File: src/rtl/oam_dma.sv
// Sprite DMA: a CPU write to DMA_REG_ADDR halts the CPU and copies one page into PPU OAM.
// Build option OAM_DMA_ODD_ALIGN_EN adds the parity flop and ALIGN state (513/514-cycle halts).
module oam_dma #(
    parameter logic [15:0] DMA_REG_ADDR  = 16'h4014,
    parameter logic [15:0] OAM_DATA_ADDR = 16'h2004,
    parameter int          XFER_LEN      = 256
) (
    input  logic        clk,
    input  logic        rst,
    input  logic        cpu_ce,
    input  logic [15:0] cpu_addr,
    input  logic [7:0]  cpu_wdata,
    input  logic        cpu_we,
    output logic        cpu_halt,
    output logic        dma_re,
    output logic [15:0] dma_addr,
    input  logic [7:0]  dma_rdata,
    output logic        oam_we,
    output logic [15:0] oam_addr,
    output logic [7:0]  oam_wdata,
    output logic        done
);

    localparam logic [7:0] LAST_IDX = 8'(XFER_LEN - 1);

    typedef enum logic [2:0] {
        S_IDLE,
        S_HALT,
`ifdef OAM_DMA_ODD_ALIGN_EN
        S_ALIGN,
`endif
        S_GET,
        S_PUT
    } state_t;

    state_t     state, state_next;
    logic [7:0] page, page_next;
    logic [7:0] idx, idx_next;
    logic       last_put;

    assign last_put = (state == S_PUT) && (idx == LAST_IDX);

    always_ff @(posedge clk or posedge rst) begin
        if (rst) begin
            state <= S_IDLE;
            page  <= 8'h00;
            idx   <= 8'h00;
        end else if (cpu_ce) begin
            state <= state_next;
            page  <= page_next;
            idx   <= idx_next;
        end
    end

`ifdef OAM_DMA_ODD_ALIGN_EN
    // Mirrors the CPU get/put cycle phase; runs regardless of state.
    logic parity;
    always_ff @(posedge clk or posedge rst) begin
        if (rst)
            parity <= 1'b0;
        else if (cpu_ce)
            parity <= ~parity;
    end
`endif

    // done lasts exactly one clk even when cpu_ce is sparse.
    always_ff @(posedge clk or posedge rst) begin
        if (rst)
            done <= 1'b0;
        else
            done <= cpu_ce && last_put;
    end

    always_comb begin
        state_next = state;
        page_next  = page;
        idx_next   = idx;
        case (state)
            S_IDLE: begin
                if (cpu_we && (cpu_addr == DMA_REG_ADDR)) begin
                    page_next  = cpu_wdata;
                    idx_next   = 8'h00;
                    state_next = S_HALT;
                end
            end
            S_HALT: begin
`ifdef OAM_DMA_ODD_ALIGN_EN
                // parity flips on this edge; GET must start on the new parity 0
                state_next = parity ? S_GET : S_ALIGN;
`else
                state_next = S_GET;
`endif
            end
`ifdef OAM_DMA_ODD_ALIGN_EN
            S_ALIGN: state_next = S_GET;
`endif
            S_GET: state_next = S_PUT;
            S_PUT: begin
                if (idx == LAST_IDX) begin
                    state_next = S_IDLE;
                end else begin
                    idx_next   = idx + 8'h01;
                    state_next = S_GET;
                end
            end
            default: state_next = S_IDLE;
        endcase
    end

    assign cpu_halt  = (state != S_IDLE);
    assign dma_re    = (state == S_GET);
    assign dma_addr  = (state == S_GET) ? {page, idx} : 16'h0000;
    assign oam_we    = (state == S_PUT);
    assign oam_wdata = (state == S_PUT) ? dma_rdata : 8'h00;
    assign oam_addr  = OAM_DATA_ADDR;

endmodule

File: config.mk
export PLATFORM = sky130hd
export DESIGN_NAME = oam_dma
export DESIGN_NICKNAME = d
export VERILOG_FILES = /design/src/rtl/oam_dma.sv
export SDC_FILE = /design/constraint.sdc
export NUM_CORES = 1
export LEC_CHECK = 0
export CORE_MARGIN = 5
export CORE_UTILIZATION = 40
export CTS_CLUSTER_DIAMETER = 100
export DETAILED_ROUTE_END_ITERATION = 16
export GPL_TIMING_DRIVEN = 0
export PLACE_DENSITY = 0.92
export SYNTH_ARGS = -nofsm -noshare
export SYNTH_HDL_FRONTEND = slang
export SYNTH_SLANG_ARGS = --single-unit
File: constraint.sdc
create_clock -name clk -period 4 [get_ports clk]
set_clock_uncertainty 0.05 [all_clocks]
set_input_delay 0.8 -clock clk [delete_from_list [all_inputs] [get_ports clk]]
set_output_delay 0.8 -clock clk [all_outputs]
set_load 0.02 [all_outputs]
==> results of run 1 <==
## worst max-delay path by stage
stage,start,endpoint,slack (ns),cells after the start
6_report,state[1],dma_addr[7],0.61,5
5_1_grt,state[1],dma_addr[7],0.36,5
4_1_cts,state[1],dma_addr[7],0.58,5
3_5_place_dp,state[1],dma_addr[7],0.92,5
3_3_place_gp,state[1],dma_addr[7],0.94,5
2_1_floorplan,cpu_addr[8],idx[4],1.64,7
## per-layer routing
layer | track usage, % | up-vias
met5 | 0 | -
met4 | 4.57 | 0
met3 | 5.73 | 5
met2 | 27.8 | 63
met1 | 15.7 | 561
li1 | - | 605
## flip-flops by register name, indices dropped and copies added (netlist names)
| signal | count |
|---|---|
| state | 2 |
| page | 8 |
| done | 1 |
| idx | 8 |
## cell families (layout without fill, tap and decap cells)
family / Yosys count / count (layout) / synth area share [%]
AND/OR/NAND/NOR: 55 / 55 / 26.6
flip-flops: 19 / 19 / 36.9
multiplexers: 8 / 8 / 7.00
buffers and inverters: 26 / 93 / 13.4
other: 2 / 16 / 0.583
adder cells (fa/ha/maj): 1 / 1 / 0.972
AO/OA/AOI/OAI: 24 / 24 / 14.5
## power groups by stage
stage	Combinational, uW	Sequential (uW)	Clock, uW
finish	210	224	96.3
global route	231	228	110
CTS	210	224	97.8
detailed placement	208	228	0
global placement	204	227	0
floorplan	120	222	0
## cell type report
cell class              count  area [um^2]
clock buffers               4         26.3
flip-flops and latches     19          475
inverters                   3         11.3
well taps                  44         55.1
multi-input cells         104          692
plain buffers              23          161
fillers                   251         1030
repair buffers             63          631
## synthesized netlist by cell type
| library cell | count | area (um^2) |
|---|---|---|
| dfrtp_1 | 19 | 475 |
| and2_1 | 17 | 106 |
| buf_4 | 16 | 120 |
| and3_1 | 10 | 62.6 |
| mux2_2 | 8 | 90.1 |
| o31ai_1 | 8 | 60.1 |
| nand2_1 | 6 | 22.5 |
| nand3_1 | 6 | 30.0 |
| nor2_1 | 6 | 22.5 |
| clkbuf_1 | 5 | 18.8 |
| o21ai_0 | 5 | 25.0 |
| a31oi_1 | 3 | 18.8 |
| inv_1 | 3 | 11.3 |
| a21oi_1 | 2 | 10.0 |
| buf_6 | 2 | 22.5 |
| conb_1 | 2 | 7.51 |
| o21a_1 | 2 | 15.0 |
| o31ai_2 | 2 | 25.0 |
| o41ai_2 | 2 | 32.5 |
| and4bb_2 | 1 | 12.5 |
| ha_1 | 1 | 12.5 |
| nand2b_1 | 1 | 6.26 |
| nand4_1 | 1 | 6.26 |
| nor2b_1 | 1 | 6.26 |
| nor3_2 | 1 | 10.0 |
| nor4_1 | 1 | 6.26 |
| nor4b_4 | 1 | 23.8 |
| nor4bb_1 | 1 | 10.0 |
| or2_2 | 1 | 6.26 |
| or3_4 | 1 | 11.3 |
## through the flow
stage	std cells	total power [uW]	setup WS [ns]	instance area, um^2	hold WS (ns)
2_1_floorplan	149	342	1.64	1340	0.422
3_3_place_gp	256	431	0.937	2030	0.430
3_5_place_dp	256	436	0.923	2030	0.437
4_1_cts	260	532	0.582	2050	0.460
5_1_grt	260	568	0.361	2050	0.490
6_report	260	530	0.608	2050	0.457
==> metrics, run 1 <==
outcome complete, no violations; area of the core about 0.0031 mm^2; RSZ-0062 raised after global routing no; cts hold-fix bufs 0; met3 routed WL approximately 450 um; Pwr Density around 260 mW/mm^2; CP Capture Type output pin; first-pass GRT wire length 5.22 mm; max_cap viols 0; WL met2 1.55 mm; full die area approximately 0.0045 mm^2; sequential-to-total area share from yosys stat a little under two fifths; Chip Height approximately 67 um; clock sink count 19; clock slew seen by the registers of the worst setup and hold paths roughly 0.1 ns; Slew HR around 52%; IO Port Bufs between 60 and 70; Cell Chain, Critical Path clkbuf_1 > nor2b_1 > clkbuf_1 > and2_1 > clkdlybuf4s50_1; post-route clock period utilization a little over four fifths; mean routed wirelength per cell 12.7 um; most common cell after layout, fill and taps aside clkdlybuf4s50_1; CTS tree done; worst-margin pin slew 0.714 ns; Worst Hold Path EP page[2]; total congestion overflow 0; Critical Path RT ~3.2 ns; NetSw 181 uW; HPWL after DPL between 2 and 3 mm; Net count, final 254; sequential share of power between 40% and 50%; CTS resizes 0; Comb power frac between 30% and 40%; hold crit path type reg -> reg; Clk network pwr share 18.2%; CTS max path bufs 2; CP max FO 10; Routed WL about 3.3 mm; reg2reg path depth 8; Final Hold Fails 0; R2R Setup Slk 1.82 ns; Ant. Diodes 0; peak supply drop 138 uV; Setup Fix Bufs, Post-CTS 0; fin util 66.7%; crit start category flip-flop; Hold Path Depth 1; Area growth, synth to finish 59.4%; cell area after synthesis around 0.0013 mm^2; WL met1 1.26 mm; global placement routability congestion around 0.85; most used cell, CP clkbuf_1; mean post-synth cell area around 9.5 um^2; critical path arrival 2.54 ns; largest net degree at the start of global routing 20; Final ANT Viol Nets 0; drt first pass iters 4; initial antenna violation count 0; drt drc 0; Post-Synthesis Cells around 140; Synthesis Warnings 0; slowest stage cell on the critical path clkdlybuf4s50_1; Leak Pwr 0.000931 uW; Internal Power about 350 uW; cell family with most CP delay buffers and inverters; layout cells sized above 1 between 15 and 20%; count of cell types in the netlist 30; Worst Min Path Start page[2]; H-Tree Depth 1; vias per cell between 4 and 5; Worst Setup Path Type reg -> out; post-layout min period between 3 and 4 ns; crit path buf inv count 3; vias in the first global route between 1000 and 1500; starting density of the core a little over two fifths; commonest non-fill, non-tap cells in the layout clkdlybuf4s50_1, dfrtp_1, and2_1; Rows 20; DIE WIDTH around 67 um; clock root buffer clkbuf_4; origin of the critical flop-to-flop path idx[0]; Worst-Skew Late Latency roughly 0.30 ns; fmax a little under 300 MHz; Pins Over Slew Limit 0; GRT Util Overall 15.1%; final setup vio count 0; max incr delay on CP 0.61 ns; FF-to-FF End idx[3]; synthesis-stage register bit count 19; routed vias ~1200; highest routed layer met4; CTS buffer count 3; num ports 80; switching share of power 34.2%; DR iter-0 viols 21; Setup TNS 0 ns
No activity file was read; power rests on OpenSTA's default activity.
==> run 2: changes to the inputs <==
--- a/config.mk
+++ b/config.mk
@@ -6,11 +6,11 @@
 export NUM_CORES = 1
 export LEC_CHECK = 0
 export CORE_MARGIN = 5
-export CORE_UTILIZATION = 40
+export CORE_UTILIZATION = 37
 export CTS_CLUSTER_DIAMETER = 100
 export DETAILED_ROUTE_END_ITERATION = 16
 export GPL_TIMING_DRIVEN = 0
-export PLACE_DENSITY = 0.92
+export PLACE_DENSITY = 0.87
 export SYNTH_ARGS = -nofsm -noshare
 export SYNTH_HDL_FRONTEND = slang
 export SYNTH_SLANG_ARGS = --single-unit
==> constraint.sdc (replaced) <==
create_clock -name clk -period 3.55 [get_ports clk]
set_clock_uncertainty 0.05 [all_clocks]
set_input_delay 0.71 -clock clk [delete_from_list [all_inputs] [get_ports clk]]
set_output_delay 0.71 -clock clk [all_outputs]
set_load 0.02 [all_outputs]
==> metrics, run 2 (synthesis gave the netlist of run 1 again) <==
Leak Pwr 0.000931 uW (unchanged); DR iter-0 viols 31 (+48%); CP Capture Type output pin; Critical Path RT 2.79 ns (-0.36 ns); Setup TNS 0 ns (unchanged); Pins Over Slew Limit 0 (unchanged); H-Tree Depth 1 (unchanged); critical path arrival 2.50 ns (-0.04 ns); Area growth, synth to finish 59.6%; post-route clock period utilization 91.9%; mean routed wirelength per cell 12.4 um (-2.3%); hold crit path type reg -> reg; slowest stage cell on the critical path clkdlybuf4s50_1; crit start category flip-flop; vias per cell 4.60 (-3.1%); Setup Fix Bufs, Post-CTS 0 (unchanged); CTS max path bufs 2 (unchanged); full die area 0.00476 mm^2 (+6.9%); Chip Height 69.0 um (+3.4%); post-layout min period about 3.3 ns; CP max FO 10 (unchanged); max_cap viols 0 (unchanged); Pwr Density 290 mW/mm^2 (+12%); Routed WL 3.25 mm (-1.5%); RSZ-0062 raised after global routing no; cts hold-fix bufs 0 (unchanged); HPWL after DPL 2.66 mm (-0.11%); num ports 80 (unchanged); worst-margin pin slew 0.698 ns (-0.0154 ns); final setup vio count 0 (unchanged); total congestion overflow 0 (unchanged); Cell Chain, Critical Path clkbuf_1 > nor2b_1 > clkbuf_1 > and2_1 > clkdlybuf4s50_1; multi-input logic area 692 um^2 (unchanged); CTS tree done; Final ANT Viol Nets 0 (unchanged); Seq. cell area 475 um^2 (unchanged); Placed Cells incl. Taps 258 (+0.78%); first-pass GRT wire length 5.11 mm (-2.1%); largest registers idx: 8 flops, page: 8 flops, state: 2 flops; Worst-Skew Late Latency 0.29 ns (about the same); fillcell total 317 (+26%); Final Hold Fails 0 (unchanged); Final Non-Filler Cells 262 (+0.77%); fin util 61.1% (-5.6 points); post-route cell area 0.00205 mm^2 (+0.12%); clock sink count 19 (unchanged); IO Port Bufs 63 (unchanged); Rows 21 (+5.0%); drt first pass iters 4 (unchanged); largest net degree at the start of global routing 20 (unchanged); most common cell after layout, fill and taps aside clkdlybuf4s50_1; starting density of the core 38.3% (-3.5 points); drt drc 0 (unchanged); vias in the first global route 1192 (-2.1%); Worst Setup Path Type reg -> out; clock slew seen by the registers of the worst setup and hold paths 0.10 ns (about the same); routed vias 1205 (-2.4%); dpl cell area 0.00203 mm^2 (+0.12%); DIE WIDTH 69.0 um (+3.4%); most used cell, CP clkbuf_1; Net count, final 254 (unchanged); commonest non-fill, non-tap cells in the layout clkdlybuf4s50_1, dfrtp_1, and2_1; initial antenna violation count 0 (unchanged); peak supply drop 122 uV (-11%); GRT Util Overall 14.1% (-1.0 points); layout cells sized above 1 17.6% (unchanged); CTS buffer count 3 (unchanged); area of the core 0.00336 mm^2 (+9.3%); fmax roughly 300 MHz; max incr delay on CP 0.61 ns (about the same); Slew HR 53.4% (+1.0 points); Ant. Diodes 0 (unchanged); global placement routability congestion 0.839 (-1.3%); clock root buffer clkbuf_4; CTS resizes 0 (unchanged); outcome complete, no violations
==> run 2: path summary, 6_finish.rpt <==
kind                           from            to  slack, ns  cells past startpoint
min                         page[5]       page[5]       0.46                      1
max reg2reg                  idx[0]        idx[4]       1.43                      8
min reg2reg                 page[5]       page[5]       0.46                      1
max in group asynchronous       rst          done       2.24                      2
max                        state[1]  dma_addr[10]       0.29                      5
min in group asynchronous       rst       page[6]       0.77                      2
==> run 2: cell type report <==
type,instances,area share (%)
Buffer,23,7.86
Clock buffer,4,1.28
Inverter,3,0.548
Multi-Input combinational cell,104,33.7
Sequential cell,19,23.1
Tap cell,46,2.80
Timing Repair Buffer,63,30.7
==> run 2: routing by layer <==
| metal | vias up | global-route usage (%) | routed length [um] |
|---|---|---|---|
| li1 | 607 | - | - |
| met1 | 543 | 16.5 | 1270 |
| met2 | 51 | 25.1 | 1620 |
| met3 | 4 | 2.11 | 296 |
| met4 | 0 | 6.57 | 56 |
| met5 | - | 0 | 0 |
==> run 2: stage by stage <==
step	power [uW]	setup slack, ns	hold WS [ns]
finish	595	0.289	0.459
global route	634	0.0373	0.485
CTS	600	0.199	0.462
detailed placement	491	0.550	0.437
global placement	485	0.604	0.431
floorplan	385	1.28	0.422
==> run 2: critical path, delay by kind of cell (launching register included) <==
family,cells,cell delay (ns)
flops,1,0.37
simple gates,2,0.63
buf+inv,3,1.21
==> run 2: where the power goes <==
| group | internal (uW) | switching, uW |
|---|---|---|
| clock network | 43.7 | 65.3 |
| logic | 118 | 116 |
| registers | 232 | 20.1 |
| total | 394 | 201 |
